### src/rtl/ldpc_pkg.sv
// Shared encodings for the LDPC decoder: scheduler states seen by the check/variable
// node units and the top-level controller.
package ldpc_pkg;

  typedef enum logic [1:0] {
    ST_IDLE  = 2'd0,
    ST_CHECK = 2'd1,
    ST_VAR   = 2'd2,
    ST_DONE  = 2'd3
  } ldpc_state_e;

endpackage

### src/rtl/ldpc_addr_counter.sv
// Row/column address counter. It counts 0..LIMIT-1 and then returns to 0. The wrap flag
// marks the cycle that holds the last address while counting is enabled.
module ldpc_addr_counter #(
  parameter int W     = 3,
  parameter int LIMIT = 6
) (
  input  logic         clk,
  input  logic         rst_n,
  input  logic         clr,
  input  logic         en,
  output logic [W-1:0] cnt,
  output logic         wrap
);

  localparam logic [W-1:0] LAST = W'(LIMIT - 1);

  logic at_last;

  assign at_last = (cnt == LAST);
  assign wrap    = en & at_last;

  always_ff @(posedge clk or negedge rst_n) begin
    if (!rst_n) begin
      cnt <= '0;
    end else if (clr) begin
      cnt <= '0;
    end else if (en) begin
      cnt <= at_last ? '0 : cnt + 1'b1;
    end
  end

endmodule

### src/rtl/ldpc_iter_scheduler.sv
// Start-gated, bounded LDPC iteration scheduler: check pass (m rows), then variable pass (n cols).
// Optional early termination on syndrome_ok is enabled by defining LDPC_EARLY_TERM_EN.
//
//  state    | meaning
//  ---------+-----------------------------------------------------------
//  ST_IDLE  | waiting for start; iter_count/converged hold the last result
//  ST_CHECK | check-node pass, check_addr sweeps 0..m-1
//  ST_VAR   | variable-node pass, var_addr sweeps 0..n-1
//  ST_DONE  | one-cycle done pulse, then back to idle
module ldpc_iter_scheduler
  import ldpc_pkg::*;
#(
  parameter int log2m    = 3,
  parameter int m        = 6,
  parameter int log2n    = 4,
  parameter int n        = 12,
  parameter int log2iter = 3,
  parameter int MAX_ITER = 4
) (
  input  logic                clk,
  input  logic                rst_n,
  input  logic                start,
  input  logic                abort,
  input  logic                syndrome_ok,
  output logic                check_en,
  output logic [log2m-1:0]    check_addr,
  output logic                var_en,
  output logic [log2n-1:0]    var_addr,
  output logic [1:0]          state,
  output logic [log2iter-1:0] iter_count,
  output logic                converged,
  output logic                done
);

`ifdef LDPC_EARLY_TERM_EN
  localparam bit EARLY_TERM = 1'b1;
`else
  localparam bit EARLY_TERM = 1'b0;
`endif

  // One extra bit so MAX_ITER == 2**log2iter is still detected.
  localparam logic [log2iter:0] ITER_LAST = (log2iter + 1)'(MAX_ITER);

  ldpc_state_e         state_q, state_d;
  logic [log2iter-1:0] iter_q, iter_d;
  logic                conv_q, conv_d;
  logic [log2iter:0]   iter_inc;
  logic                early_hit;
  logic                check_cnt_en, check_cnt_clr, check_wrap;
  logic                var_cnt_en, var_cnt_clr, var_wrap;

  // Counters run only inside their own phase, so they sit at 0 whenever a phase is entered.
  assign check_cnt_en  = (state_q == ST_CHECK) & ~abort;
  assign check_cnt_clr = (state_q != ST_CHECK) | abort;
  assign var_cnt_en    = (state_q == ST_VAR) & ~abort;
  assign var_cnt_clr   = (state_q != ST_VAR) | abort;

  ldpc_addr_counter #(
    .W     (log2m),
    .LIMIT (m)
  ) u_check_cnt (
    .clk   (clk),
    .rst_n (rst_n),
    .clr   (check_cnt_clr),
    .en    (check_cnt_en),
    .cnt   (check_addr),
    .wrap  (check_wrap)
  );

  ldpc_addr_counter #(
    .W     (log2n),
    .LIMIT (n)
  ) u_var_cnt (
    .clk   (clk),
    .rst_n (rst_n),
    .clr   (var_cnt_clr),
    .en    (var_cnt_en),
    .cnt   (var_addr),
    .wrap  (var_wrap)
  );

  assign iter_inc  = {1'b0, iter_q} + 1'b1;
  assign early_hit = EARLY_TERM & syndrome_ok;

  always_ff @(posedge clk or negedge rst_n) begin
    if (!rst_n) begin
      state_q <= ST_IDLE;
      iter_q  <= '0;
      conv_q  <= 1'b0;
    end else begin
      state_q <= state_d;
      iter_q  <= iter_d;
      conv_q  <= conv_d;
    end
  end

  always_comb begin
    state_d = state_q;
    iter_d  = iter_q;
    conv_d  = conv_q;
    case (state_q)
      ST_IDLE: begin
        if (start && !abort) begin
          state_d = ST_CHECK;
          iter_d  = '0;
          conv_d  = 1'b0;
        end
      end
      ST_CHECK: begin
        if (abort) begin
          state_d = ST_IDLE;
        end else if (check_wrap) begin
          if (early_hit) begin
            state_d = ST_DONE;
            conv_d  = 1'b1;
          end else begin
            state_d = ST_VAR;
          end
        end
      end
      ST_VAR: begin
        if (abort) begin
          state_d = ST_IDLE;
        end else if (var_wrap) begin
          iter_d  = iter_inc[log2iter-1:0];
          state_d = (iter_inc == ITER_LAST) ? ST_DONE : ST_CHECK;
        end
      end
      ST_DONE: begin
        state_d = ST_IDLE;
      end
      default: begin
        state_d = ST_IDLE;
      end
    endcase
  end

  // Outputs decode flop state only; no input reaches an output combinationally.
  assign state      = state_q;
  assign check_en   = (state_q == ST_CHECK);
  assign var_en     = (state_q == ST_VAR);
  assign done       = (state_q == ST_DONE);
  assign iter_count = iter_q;
  assign converged  = conv_q;

endmodule

### config.mk
export PLATFORM = sky130hd
export DESIGN_NAME = ldpc_iter_scheduler
export DESIGN_NICKNAME = d
export VERILOG_FILES = /design/src/rtl/ldpc_pkg.sv /design/src/rtl/ldpc_addr_counter.sv /design/src/rtl/ldpc_iter_scheduler.sv
export SDC_FILE = /design/constraint.sdc
export NUM_CORES = 1
export LEC_CHECK = 0
export ABC_CLOCK_PERIOD_IN_PS = 1200
export CAP_MARGIN = 20
export CORE_UTILIZATION = 39
export CTS_CLUSTER_DIAMETER = 30
export DETAILED_ROUTE_END_ITERATION = 6
export GPL_TIMING_DRIVEN = 0
export HOLD_SLACK_MARGIN = 0.02
export PLACE_DENSITY = 0.77
export SLEW_MARGIN = 5
export SYNTH_ARGS = -nofsm -noshare
export SYNTH_HDL_FRONTEND = slang
export SYNTH_SLANG_ARGS = --single-unit
### constraint.sdc
create_clock -name clk -period 1.2 [get_ports clk]
set_input_delay 0.24 -clock clk [delete_from_list [all_inputs] [get_ports clk]]
set_output_delay 0.24 -clock clk [all_outputs]
set_load 0.02 [all_outputs]
==> key figures, run 1 <==
Synthesis
  • Netlist cell types: 27
  • Synth Area in XOR/XNOR: 0
  • Post-synthesis sequential area ratio: 0.4615
  • Syn_nets: 74
  • Mapped Cells: 67
  • Top post-synthesis cells by area: dfrtp_1 (46%), nand3_1 (4.6%), nor2_1 (4.0%), ha_1 (3.8%), o21ai_0 (3.8%)
  • Cell area after synthesis: 650.6 um2
  • Post-Synth Adder-Cell Area: 0.03846
  • Simple-gate share of the synthesized area: 0.3308
  • Synth Warn #: 0
  • Main combinational cell family by area after synthesis: simple AND/OR/NAND/NOR gates
  • Leading area contributor after synthesis: dfrtp_1
  • Multiplexer share of the synthesized area: 0.01538
  • Mean Syn Cell Area: between 9 and 10 um2
  • Post-synthesis register bit count: 12
  • Share of the synthesized area in the top cell type: 0.4615
  • Synth Area in Compound Gates: 0.1019

Final layout
  • Most common cell after layout, fill and taps aside: buf_4
  • Layout fillers: 137
  • Cell Count, Final, Fillers Out: 115
  • Final net count: around 110
  • Share of layout cells above drive strength 1: 0.4646
  • Syn-to-layout area delta: 52.12%
  • Antenna Cells: 0
  • Most frequent cells in the layout: buf_4 (11), dfrtp_1 (8), buf_6 (7)
  • Final Core Density: 0.6494

STA
  • Max Slew Vio Count: 0
  • Worst slew pin tran: 0.5550 ns
  • Fin crit period: approximately 1.4 ns
  • Final hold violations: 0
  • RSZ-0062 raised after global routing: true
  • Clock skew: 0.01038 ns
  • Peak Freq: 0.7383 GHz
  • Tcrit/Tclk final: 1.129
  • Slew headroom: 0.6288
  • Fin worst setup slack: -0.1545 ns
  • Setup violators final: 5

Worst setup path
  • CP Max Fanout: 4
  • Critical R2R Launch: state[1]
  • Critical path's largest stage delay: 0.43 ns
  • Worst EP arrival: 1.11 ns
  • Buf/Inv on CP: 2
  • R2R depth: 4
  • Critical path, cell by cell: buf_6 -> and2_4 -> buf_6
  • CP Launch Point: state[1]
  • CP Launch Type: register
  • Critical path class: reg -> out
  • WP data required: 0.96 ns
  • Crit-path leading delay family: flip-flops
  • Crit end category: output port
  • WP depth: 3
  • Most numerous cell on the critical path: buf_6
  • Slowest CP cell: dfrtp_1

Global routing
  • Pin count of the biggest net entering global routing: 13
  • Vias in the first global route: 591
  • Initial antenna violation count: 0
  • Total Routing Usage GR: 0.1911
  • First-pass GRT wire length: roughly 2600 um
  • Gr ovfl total: 0

Outcome
  • Violated checks: negative setup slack
  • Status: finished, violations left

Pwr
  • P_leak: 0.4785 nW
  • PwrDens: 844.9 mW/mm2
  • VDD IR max: roughly 0.48 mV

Placed design
  • IO buf count: 18
  • Routability cong.: 0.7903
  • Detail Placement HPWL: 981.7 um
  • Placed Cells: 101

Clock network
  • Clk Latency, worst-skew pair: roughly 0.28 ns
  • Clk slew on worst S/H paths: roughly 0.09 ns
  • Clock Tree Buf Depth: 2
  • Clock sinks: 12
  • TritonCTS Buffers: 3
  • CTS tree: yes
  • Root buf cell: clkbuf_4
  • H-tree levels: 1

Hold path
  • Hold Crit Depth: 2
  • Worst hold path startpoint: abort
  • Hold Path Class: in -> reg

Die
  • Full die area: 0.001836 mm2
  • Core area: 0.001524 mm2
  • Starting Density: 0.4269
  • Site Rows: 14
  • Die W: roughly 43 um
  • Chip height: 42.85 um
  • I/O pins: 21

Routing
  • Routed WL per cell: 14.20 um
  • Total wire length: 1633 um
  • DR pass1 iterations: 4
  • Drc violations: 0
  • DR iter-0 viols: 10
  • DR vias/cell: 5.557
  • Post-DRT Antenna Nets: 0
  • Vias post-DR: 639

Flow run
  • Max_cap viols: 0
report_power, final:
part | total, W | internal (W) | switching, W
Sequential | 0.000417 | 0.000410 | 0.00000770
Combinational | 0.0000861 | 0.0000388 | 0.0000473
Clock | 0.000333 | 0.000184 | 0.000148
Total | 0.000836 | 0.000633 | 0.000203
stage by stage:
| step | total power, W | area [um2] | setup TNS (ns) | hold WS [ns] | setup slack [ns] |
|---|---|---|---|---|---|
| after global routing | 0.0008504 | 989.7 | -0.8425 | 0.2718 | -0.1699 |
| after detailed placement | 0.0005026 | 868.3 | -2.499 | 0.5037 | -0.2967 |
| final | 0.0008362 | 989.7 | -0.5649 | 0.2606 | -0.1545 |
| after CTS | 0.0008269 | 965.9 | -0.4706 | 0.3363 | -0.1218 |
| after floorplan | 0.0004617 | 668.1 | -0.1531 | -0.05559 | -0.09387 |
| after global placement | 0.0005018 | 868.3 | -2.337 | 0.5059 | -0.3022 |
cell usage after synthesis:
library cell  instances
and2b_1               1
nor3_1                1
and3b_1               2
mux2i_1               1
a22oi_2               1
dfrtp_1              12
nand3_1               6
nand4_1               2
inv_1                 1
and2_1                2
nand4b_1              2
buf_6                 1
o21ai_0               5
a21o_1                1
buf_4                 2
or2_2                 1
nor2b_1               2
nand3b_1              2
nand2_1               2
a31oi_1               1
nor3b_1               2
or3b_1                2
ha_1                  2
a21oi_1               3
conb_1                1
nand2b_1              2
nor2_1                7
cells by family (layout without fill, tap and decap cells):
| group | count (synthesis) | in the layout |
|---|---|---|
| simple gates | 36 | 36 |
| flops | 12 | 12 |
| fa+ha+maj | 2 | 2 |
| compound gates | 11 | 11 |
| other cells | 1 | 1 |
| buf+inv | 4 | 36 |
| mux | 1 | 1 |
final cells by class:
| cell class | instances | area [um2] | share of cell area |
|---|---|---|---|
| sequential | 12 | 305.3 | 0.3085 |
| timing repair buffer | 29 | 247.7 | 0.2503 |
| buffer | 2 | 18.77 | 0.01896 |
| clock buffer | 4 | 36.28 | 0.03666 |
| multi-input combinational | 51 | 357.8 | 0.3616 |
| inverter | 1 | 3.754 | 0.003793 |
| tap | 16 | 20.02 | 0.02023 |
sequential cells by signal, summed over array words and instances (netlist names):
register,flops
u_var_cnt.cnt,4
iter_count,3
u_check_cnt.cnt,3
state,2
worst paths after layout:
| check | endpoint | slack, ns |
|---|---|---|
| max in group asynchronous | u_var_cnt.cnt[1] | 0.48 |
| worst min-delay path | state[0] | 0.26 |
| worst min register to register | iter_count[1] | 0.56 |
| worst max register to register | state[0] | -0.08 |
| worst max-delay path | done | -0.15 |
| min in group asynchronous | iter_count[0] | 0.31 |
metal layers:
layer / GRT usage / vias to the layer above / part of all wire
met5: 0 / - / 0
met4: 0.07500 / 0 / 0.014
met3: 0.02553 / 5 / 0.048
met2: 0.3424 / 20 / 0.52
met1: 0.2270 / 312 / 0.42
li1: - / 302 / -
worst reg2reg max path, delay by kind of cell, from the launching register on:
kind	cells	cell delay, ns
buf+inv	2	0.29
flops	1	0.43
simple gates	1	0.37
compound gates	1	0.12
timing repair:
item | CTS | global route
pin swaps | 2 | 4
setup buffers | 9 | 2
endpoints found under the setup margin | 19 | 15
hold buffers | 0 | 0
resized for setup | 68 | 12
Note: power is estimated with default switching activity, not from simulation.
==> run 2, diff against run 1 <==
--- a/config.mk
+++ b/config.mk
@@ -13,6 +13,7 @@
 export GPL_TIMING_DRIVEN = 0
 export HOLD_SLACK_MARGIN = 0.02
 export PLACE_DENSITY = 0.77
+export SETUP_SLACK_MARGIN = 0.05
 export SLEW_MARGIN = 5
 export SYNTH_ARGS = -nofsm -noshare
 export SYNTH_HDL_FRONTEND = slang
==> key figures, run 2 (synthesis gave the netlist of run 1 again) <==
Clock network
  • Root buf cell: clkbuf_4
  • Clk slew on worst S/H paths: 0.07 ns (-0.02 ns)
  • CTS tree: yes
  • Clock sinks: 12 (unchanged)
  • TritonCTS Buffers: 3 (unchanged)
  • H-tree levels: 1 (unchanged)
  • Clock Tree Buf Depth: 2 (unchanged)
  • Clk Latency, worst-skew pair: 0.27 ns (about the same)

Placed design
  • Routability cong.: 0.7462 (-5.6%)
  • Dpl cell area: 873.3 um2 (+0.58%)
  • Detail Placement HPWL: 986.6 um (+0.50%)
  • IO buf count: 18 (unchanged)
  • Place WS: -0.3481 ns (-0.05136 ns)

STA
  • Slew headroom: 0.6474 (+0.01855)
  • Peak Freq: 0.7519 GHz (+1.8%)
  • Clock skew: 0.002440 ns (-0.007942 ns)
  • Final hold violations: 0 (unchanged)
  • Max Slew Vio Count: 0 (unchanged)
  • Worst slew pin tran: 0.5273 ns (-0.02773 ns)
  • Fin worst setup slack: -0.1300 ns (+0.02456 ns)
  • Fin crit period: 1.330 ns (-0.02456 ns)
  • Post-Route Setup TNS: -0.3784 ns (+0.1865 ns)
  • Setup violators final: 8 (+3)
  • Tcrit/Tclk final: 1.108 (-0.02046)
  • RSZ-0062 raised after global routing: true

Global routing
  • First-pass GRT wire length: 2628 um (+0.23%)
  • Pin count of the biggest net entering global routing: 13 (unchanged)
  • Initial antenna violation count: 0 (unchanged)
  • Total Routing Usage GR: 0.1984 (+0.007295)
  • Vias in the first global route: 591 (unchanged)
  • Gr ovfl total: 0 (unchanged)

Routing
  • Met2 WL: 890 um (+4.8%)
  • Met3 WL: 78 um (-1.3%)
  • Post-DRT Antenna Nets: 0 (unchanged)
  • Drc violations: 0 (unchanged)
  • DR iter-0 viols: 13 (+3)
  • DRT met1 WL: 703 um (+3.4%)
  • Vias post-DR: 649 (+1.6%)
  • Routed WL per cell: 13.96 um (-1.7%)
  • Total wire length: 1703 um (+4.3%)
  • DR pass1 iterations: 4 (unchanged)
  • DR vias/cell: 5.320 (-4.3%)
  • Top layer in use: met4

Final layout
  • Final net count: 114 (+6.5%)
  • Share of layout cells above drive strength 1: 0.5000 (+0.03535)
  • Design Area, Final: 0.001059 mm2 (+7.0%)
  • Syn-to-layout area delta: 62.69%
  • Final Core Density: 0.6946 (+0.04516)
  • Most frequent cells in the layout: buf_4 (18), buf_6 (10), nor2_1 (7), dfrtp_1 (7), buf_2 (7)
  • Antenna Cells: 0 (unchanged)
  • Most common cell after layout, fill and taps aside: buf_4
  • Max reg flops: 4 (unchanged)
  • Biggest register: u_var_cnt.cnt

Die
  • Starting Density: 0.4269 (unchanged)
  • Chip height: 42.85 um (unchanged)
  • Full die area: 0.001836 mm2 (unchanged)
  • Site Rows: 14 (unchanged)
  • I/O pins: 21 (unchanged)
  • Core area: 0.001524 mm2 (unchanged)
  • Die W: 42.85 um (unchanged)

Worst setup path
  • Crit path to: done
  • Critical path class: reg -> out
  • Reg2Reg Capture Point: state[0]
  • CP Launch Point: state[1]
  • CP Launch Type: register
  • Worst EP arrival: 1.09 ns (-0.02 ns)
  • WP data required: 0.96 ns (about the same)
  • Critical R2R Launch: state[1]
  • R2R depth: 4 (unchanged)
  • Crit end category: output port
  • R2r setup slk: -0.07 ns (about the same)
  • CP Max Fanout: 4 (unchanged)

Pwr
  • Comb pwr share: 0.116 (+0.013)
  • P_leak: 0.5244 nW (+9.6%)
  • Sw frac: 0.2321 (-0.01116)
  • Clk network pwr share: 0.383 (-0.015)
  • Power Total: 0.0008312 W (-0.60%)
  • P_int: 0.0006383 W (+0.86%)
  • PwrDens: 785.3 mW/mm2 (-7.1%)
  • VDD IR max: 0.7910 mV (+64%)
  • Reg power frac: 0.502 (+0.003)
  • Switching power: 0.0001929 W (-5.2%)

Outcome
  • Violated checks: negative setup slack
  • Status: finished, violations left

Hold path
  • Hold Path Class: in -> async

Flow run
  • Max_cap viols: 0 (unchanged)
## run 2: cell count changes in the layout (fill, tap and decap cells not counted), sizes merged
| cell | before | now |
|---|---|---|
| dlymetal6s2s | 1 | 0 |
| clkdlybuf4s15 | 3 | 0 |
| buf | 24 | 35 |
## run 2: through the flow
step                cells  hold WS (ns)
CTS                   118        0.3253
floorplan              67      -0.05559
finish                122        0.3119
global placement      101        0.5025
detailed placement    101        0.5048
global route          122        0.3340
## run 2: layout make-up
type | instances | area [um2]
buffer | 3 | 30.03
clock buffer | 4 | 36.28
fill | 125 | 465.4
inverter | 1 | 3.754
multi-input combinational | 51 | 380.4
sequential | 12 | 306.5
tap | 16 | 20.02
timing repair buffer | 35 | 281.5
## run 2: power groups by stage
| stage | Clock [W] | Sequential [W] | Combinational [W] |
|---|---|---|---|
| floorplan | 0 | 0.000432 | 0.0000312 |
| global placement | 0 | 0.000427 | 0.0000760 |
| detailed placement | 0 | 0.000427 | 0.0000765 |
| CTS | 0.000324 | 0.000417 | 0.0000922 |
| global route | 0.000353 | 0.000419 | 0.000105 |
| finish | 0.000318 | 0.000417 | 0.0000963 |
## run 2: layer usage
| metal | track usage | up-vias |
|---|---|---|
| met2 | 0.3242 | 22 |
| met1 | 0.2380 | 311 |
| met3 | 0.05532 | 4 |
| met5 | 0 | - |
| met4 | 0.09375 | 0 |
| li1 | - | 312 |
## run 2: critical path, cell delays in order, from the launching register on
cell and delay (ns):
dfrtp_1 0.42, buf_6 0.13, and2_4 0.14, buf_6 0.12
## run 2: worst min-delay path by stage
stage,from,end,slack (ns),depth (start not counted)
after floorplan,rst_n,iter_count[0],-0.06,0
after global placement,u_var_cnt.cnt[0],u_var_cnt.cnt[0],0.50,1
after detailed placement,u_var_cnt.cnt[0],u_var_cnt.cnt[0],0.50,1
after CTS,rst_n,u_var_cnt.cnt[3],0.33,1
after global routing,rst_n,u_check_cnt.cnt[2],0.33,1
final,rst_n,state[1],0.31,1
## run 2: what timing repair did
item,CTS,global route
hold buffers,0,0
resized for setup,82,10
cloned,0,0
setup buffers,13,4
setup endpoints to repair,22,17
pin swaps,5,5
==> run 3, diff against run 2 <==
--- a/config.mk
+++ b/config.mk
@@ -5,7 +5,7 @@
 export SDC_FILE = /design/constraint.sdc
 export NUM_CORES = 1
 export LEC_CHECK = 0
-export ABC_CLOCK_PERIOD_IN_PS = 1200
+export ABC_CLOCK_PERIOD_IN_PS = 1100
 export CAP_MARGIN = 20
 export CORE_UTILIZATION = 39
 export CTS_CLUSTER_DIAMETER = 30
==> constraint.sdc (replaced) <==
create_clock -name clk -period 1.1 [get_ports clk]
set_input_delay 0.22 -clock clk [delete_from_list [all_inputs] [get_ports clk]]
set_output_delay 0.22 -clock clk [all_outputs]
set_load 0.02 [all_outputs]
==> key figures, run 3 (synthesis gave the netlist of run 1 again) <==
Outcome
  • Status: finished, violations left
  • Violated checks: negative setup slack

Final layout
  • Cell Count, Final, Fillers Out: 126 (+3.3%)
  • Share of layout cells above drive strength 1: 0.6182 (+0.1182)
  • Register area: 307.8 um2 (+0.41%)
  • Most common cell after layout, fill and taps aside: buf_6
  • Layout fillers: 105 (-16%)
  • Max reg flops: 4 (unchanged)
  • Syn-to-layout area delta: 86.15%
  • Area of the multi-input gates: 422.9 um2 (+11%)
  • Most frequent cells in the layout: buf_6 (26), buf_4 (13), nand3_1 (6), dfrtp_1 (6), dfrtp_2 (6)
  • Design Area, Final: 0.001211 mm2 (+14%)
  • Final net count: 118 (+3.5%)
  • Biggest register: u_var_cnt.cnt
  • Antenna Cells: 0 (unchanged)

Routing
  • Vias post-DR: 683 (+5.2%)
  • DR iter-0 viols: 13 (unchanged)
  • Routed WL per cell: 15.37 um (+10%)
  • Drc violations: 0 (unchanged)
  • Post-DRT Antenna Nets: 0 (unchanged)
  • DR pass1 iterations: 4 (unchanged)
  • Total wire length: 1936 um (+14%)
  • DR vias/cell: 5.421 (+1.9%)

Worst setup path
  • CP Launch Point: state[1]
  • CP Max Fanout: 4 (unchanged)
  • WP data required: 0.88 ns (-0.08 ns)
  • Crit path to: done
  • Critical path's largest stage delay: 0.45 ns (+0.03 ns)
  • Critical path class: reg -> out
  • Crit end category: output port
  • Critical R2R Launch: state[1]
  • Critical path, cell by cell: buf_6 -> and2_4 -> buf_6
  • Reg2Reg Capture Point: state[0]
  • Buf/Inv on CP: 2 (unchanged)
  • Most numerous cell on the critical path: buf_6
  • Crit-path leading delay family: flip-flops
  • Worst EP arrival: 1.12 ns (+0.03 ns)
  • R2r setup slk: -0.23 ns (-0.16 ns)
  • WP depth: 3 (unchanged)
  • Slowest CP cell: dfrtp_2
  • CP Launch Type: register
  • R2R depth: 4 (unchanged)

Die
  • I/O pins: 21 (unchanged)
  • Die W: 42.85 um (unchanged)
  • Core area: 0.001524 mm2 (unchanged)
  • Full die area: 0.001836 mm2 (unchanged)
  • Chip height: 42.85 um (unchanged)
  • Starting Density: 0.4269 (unchanged)
  • Site Rows: 14 (unchanged)

Pwr
  • VDD IR max: 1.108 mV (+40%)
  • P_int: 0.0007168 W (+12%)
  • Comb pwr share: 0.148 (+0.032)
  • PwrDens: 788.1 mW/mm2 (+0.36%)
  • P_leak: 0.5571 nW (+6.2%)
  • Reg power frac: 0.476 (-0.026)
  • Clk network pwr share: 0.376 (-0.007)
  • Power Total: 0.0009545 W (+15%)
  • Sw frac: 0.2490 (+0.01694)
  • Switching power: 0.0002377 W (+23%)

STA
  • Fin crit period: approximately 1.3 ns
  • Tcrit/Tclk final: 1.219
  • Worst slew pin tran: 0.5504 ns (+0.02308 ns)
  • RSZ-0062 raised after global routing: true
  • Max Slew Vio Count: 0 (unchanged)
  • Tightest hold margin: 0.2897 ns (-0.02221 ns)
  • Final hold violations: 0 (unchanged)
  • Fin worst setup slack: -0.2410 ns (-0.1111 ns)
  • Setup violators final: 16 (+8)
  • Peak Freq: 0.7457 GHz
  • Clock skew: 0.004999 ns (+0.002558 ns)
  • Slew headroom: 0.6319 (-0.01543)

Clock network
  • CTS tree: yes
  • Clk slew on worst S/H paths: 0.08 ns (about the same)
  • Clk Latency, worst-skew pair: 0.28 ns (about the same)
  • CTS Hold Buffers Added: 0 (unchanged)
  • TritonCTS Buffers: 3 (unchanged)
  • Clock sinks: 12 (unchanged)
  • Clock Tree Buf Depth: 2 (unchanged)
  • H-tree levels: 1 (unchanged)
  • Root buf cell: clkbuf_4

Global routing
  • Total Routing Usage GR: 0.2354 (+0.03699)
  • Gr ovfl total: 0 (unchanged)
  • Initial antenna violation count: 0 (unchanged)
  • Vias in the first global route: 653 (+10%)
  • First-pass GRT wire length: 3146 um (+20%)
  • Pin count of the biggest net entering global routing: 13 (unchanged)

Placed design
  • Detail Placement HPWL: 996.4 um (+0.99%)
  • Place WS: -0.4226 ns (-0.07457 ns)
  • Dpl cell area: 874.6 um2 (+0.14%)
  • Routability cong.: 0.7376 (-1.2%)
  • Placed Cells: 101 (unchanged)
  • IO buf count: 18 (unchanged)

Hold path
  • Hold Path Class: in -> async

Flow run
  • Max_cap viols: 0 (unchanged)
==> run 3: routing by layer <==
layer,track usage,routed length [um]
met1,0.2853,737
met2,0.4030,1030
met3,0.05532,127
met4,0.08125,40
met5,0,0
==> run 3: cell type report <==
type	count	area share
plain buffers	3	0.02479
clock buffers	4	0.02996
inverters	1	0.003099
multi-input cells	51	0.3492
flip-flops and latches	12	0.2541
well taps	16	0.01653
repair buffers	39	0.3223
==> run 3: repair_timing <==
item	CTS	global route
setup endpoints to repair	23	27
pin swaps	6	8
endpoints found under the hold margin	0	0
gates resized for setup	98	31
buffers inserted	19	3
==> run 3: how the worst min path moves through the flow <==
| stage | start | to | slack [ns] | depth (start not counted) |
|---|---|---|---|---|
| final | rst_n | u_check_cnt.cnt[0] | 0.29 | 1 |
| after global routing | rst_n | u_check_cnt.cnt[1] | 0.36 | 1 |
| after CTS | rst_n | u_check_cnt.cnt[1] | 0.31 | 1 |
| after detailed placement | u_check_cnt.cnt[0] | u_check_cnt.cnt[0] | 0.51 | 1 |
| after global placement | u_var_cnt.cnt[0] | u_var_cnt.cnt[0] | 0.51 | 1 |
| after floorplan | rst_n | iter_count[0] | -0.08 | 0 |
==> run 3: power by group through the flow <==
| stage | clock network, W | registers, W | logic, W |
|---|---|---|---|
| finish | 0.000359 | 0.000454 | 0.000141 |
| global route | 0.000376 | 0.000455 | 0.000151 |
| CTS | 0.000357 | 0.000455 | 0.000101 |
| detailed placement | 0 | 0.000466 | 0.0000829 |
| global placement | 0 | 0.000466 | 0.0000831 |
| floorplan | 0 | 0.000471 | 0.0000340 |
==> run 3: through the flow <==
stage	util	TNS (ns)
5_1_grt	0.7947	-2.790
4_1_cts	0.7167	-1.670
3_5_place_dp	0.5739	-4.658
6_report	0.7947	-2.166
2_1_floorplan	-	-0.9876
3_3_place_gp	0.5739	-4.491
==> patch: new RTL, flow settings as in run 2 <==
Build with the macro `LDPC_EARLY_TERM_EN` defined.
--- a/src/rtl/ldpc_iter_scheduler.sv
+++ b/src/rtl/ldpc_iter_scheduler.sv
@@ -7,6 +7,8 @@
 //  ST_CHECK | check-node pass, check_addr sweeps 0..m-1
 //  ST_VAR   | variable-node pass, var_addr sweeps 0..n-1
 //  ST_DONE  | one-cycle done pulse, then back to idle
+`define LDPC_EARLY_TERM_EN
+
 module ldpc_iter_scheduler
   import ldpc_pkg::*;
 #(
Check against the original RTL: not equivalent (Yosys sat finds a counterexample within 10 cycles, from zero or initial values and one cycle with rst_n low).
==> patch against run 2 <==
Sequential cell count up 1. The run still ends with negative setup slack left. Final area decreased by 6.3%. Total power grew 7.0%. Wire length is 8.2% lower. Synthesized area fell by 4.2%. Sequential share of layout area grew 4.3 points. Worst setup slack got worse by 0.18 ns. Via count fell by 5.9%. Synthesized cell count is 10% lower.
==> patch: results (changes against run 2) <==
Result of the run = complete, but fails checks (unchanged)
Violated checks = negative setup slack (unchanged)
Fraction of layout instances using a drive strength above 1 = 0.474 (was 0.500)
Sequential cell area fraction in the yosys report = 0.522 (was 0.462)
Count of maximum capacitance violations = 0 (unchanged)
DR WL/cell = 13.8 um (was 14.0 um)
Leakage power = 0.465 nW (was 0.524 nW)
Number of placed instances, taps included = 96 (was 101)
Worst hold margin = 0.343 ns (was 0.312 ns)
Top cells by area in the synthesized netlist = dfrtp_1 (52%), ha_1 (4.0%), nand2_1 (3.0%) (was dfrtp_1 (46%), nand3_1 (4.6%), nor2_1 (4.0%))
Wire length of the first global-routing pass = 2.32 mm (was 2.63 mm)
Detailed Routing Iterations Pass 1 = 4 (unchanged)
Max clock buf depth = 2 (unchanged)
Final RePlAce weighted congestion = 0.843 (was 0.746)
Worst Path Max Fanout = 6 (was 4)
Worst Slack Setup Final = -0.310 ns (was -0.130 ns)
Half-perimeter wire length of the detailed placement result = 959 um (was 987 um)
Nets = 105 (was 114)
Via count of the first global-routing pass = 531 (was 591)
Setup tns final = -1.48 ns (was -0.378 ns)
Antenna Cells = 0 (unchanged)
Worst IR Drop VDD = 777 uV (was 791 uV)
Iteration-0 DRC count of the detailed router = 19 (was 13)
Commonest cells in the synthesized netlist = dfrtp_1 (13), nand2_1 (5), nor2_1 (5) (was dfrtp_1 (12), nor2_1 (7), nand3_1 (6))
Post-Syn Nets = 67 (was 74)
Antenna violations before repair = 0 (unchanged)
Critical Path AT = 1.70 ns (was 1.09 ns)
Post-Route Skew = 0.00212 ns (was 0.00244 ns)
Post-synth ARST share = 1.00 (unchanged)
Max_slew headroom = 0.596 (was 0.647)
Via density = 5.41 (was 5.32)
Post-synthesis area per instance = 10.4 um^2 (was 9.71 um^2)
GR Util All Layers = 0.177 (was 0.198)
Number of endpoints failing setup at the final stage = 13 (was 8)
Number of port buffers = 20 (was 18)
Largest net degree at the start of global routing = 14 (was 13)
Number of fill cells = 133 (was 125)
Clock latency at the later pin of the worst-skew pair = 0.27 ns (about the same)
Final Routed Wirelength = 1.56 mm (was 1.70 mm)
Netlist cell types = 28 (was 27)
patch: metal layers:
metal | routed length [um] | vias up | global-route usage
met3 | 104 | 2 | 0.0776
met5 | 0 | - | 0
met1 | 669 | 293 | 0.244
li1 | - | 293 | -
met4 | 22 | 0 | 0.0387
met2 | 767 | 23 | 0.259
patch: area by class of cell:
| cell class | count | area, um^2 | area share |
|---|---|---|---|
| clock buffer | 4 | 26.3 | 0.0265 |
| multi-input combinational | 44 | 337 | 0.339 |
| timing repair buffer | 33 | 268 | 0.270 |
| tap | 16 | 20.0 | 0.0202 |
| inverter | 3 | 11.3 | 0.0113 |
| sequential | 13 | 330 | 0.333 |
patch: what timing repair did:
action / 4_1_cts / 5_1_grt
setup buffers: 7 / 6
resized for setup: 66 / 25
pin swaps: 3 / 6
endpoints found under the setup margin: 25 / 18
patch: worst paths after layout:
path	startpoint	end	cells past startpoint
max	state[0]	iter_count[2]	3
min	rst_n	iter_count[0]	1
max reg2reg	state[0]	iter_count[2]	3
min reg2reg	converged	converged	2
min in group clk	abort	state[0]	2
max in group asynchronous	rst_n	u_var_cnt.cnt[1]	1
patch: cell families (layout without fill, tap and decap cells):
logic type                 Yosys count  in the layout  share of synthesized area
AOI/OAI and AO/OA                   13             13                      0.135
buffers and inverters                3             40                     0.0181
and+or+nand+nor                     27             27                      0.257
xor gates and xnor gates             2              2                     0.0281
adders and majority gates            2              2                     0.0402
DFF                                 13             13                      0.522
patch: where the power goes:
part | internal, mW | switching (mW)
sequential | 0.449 | 0.0122
combinational | 0.0810 | 0.0831
clock | 0.129 | 0.135
total | 0.659 | 0.230
patch: per-stage QoR:
| step | worst slack, ns | cell area, um^2 | utilization |
|---|---|---|---|
| 6_report | -0.310 | 992 | 0.659 |
| 4_1_cts | -0.285 | 875 | 0.581 |
| 5_1_grt | -0.335 | 992 | 0.659 |
| 3_5_place_dp | -0.615 | 861 | 0.571 |
| 2_1_floorplan | -0.287 | 641 | - |
| 3_3_place_gp | -0.611 | 861 | 0.571 |
patch: worst max-delay path: stages, from the launching register on:
cell	delay, ns
dfrtp_2	0.45
or3b_4	0.43
or4_4	0.49
o221ai_2	0.07
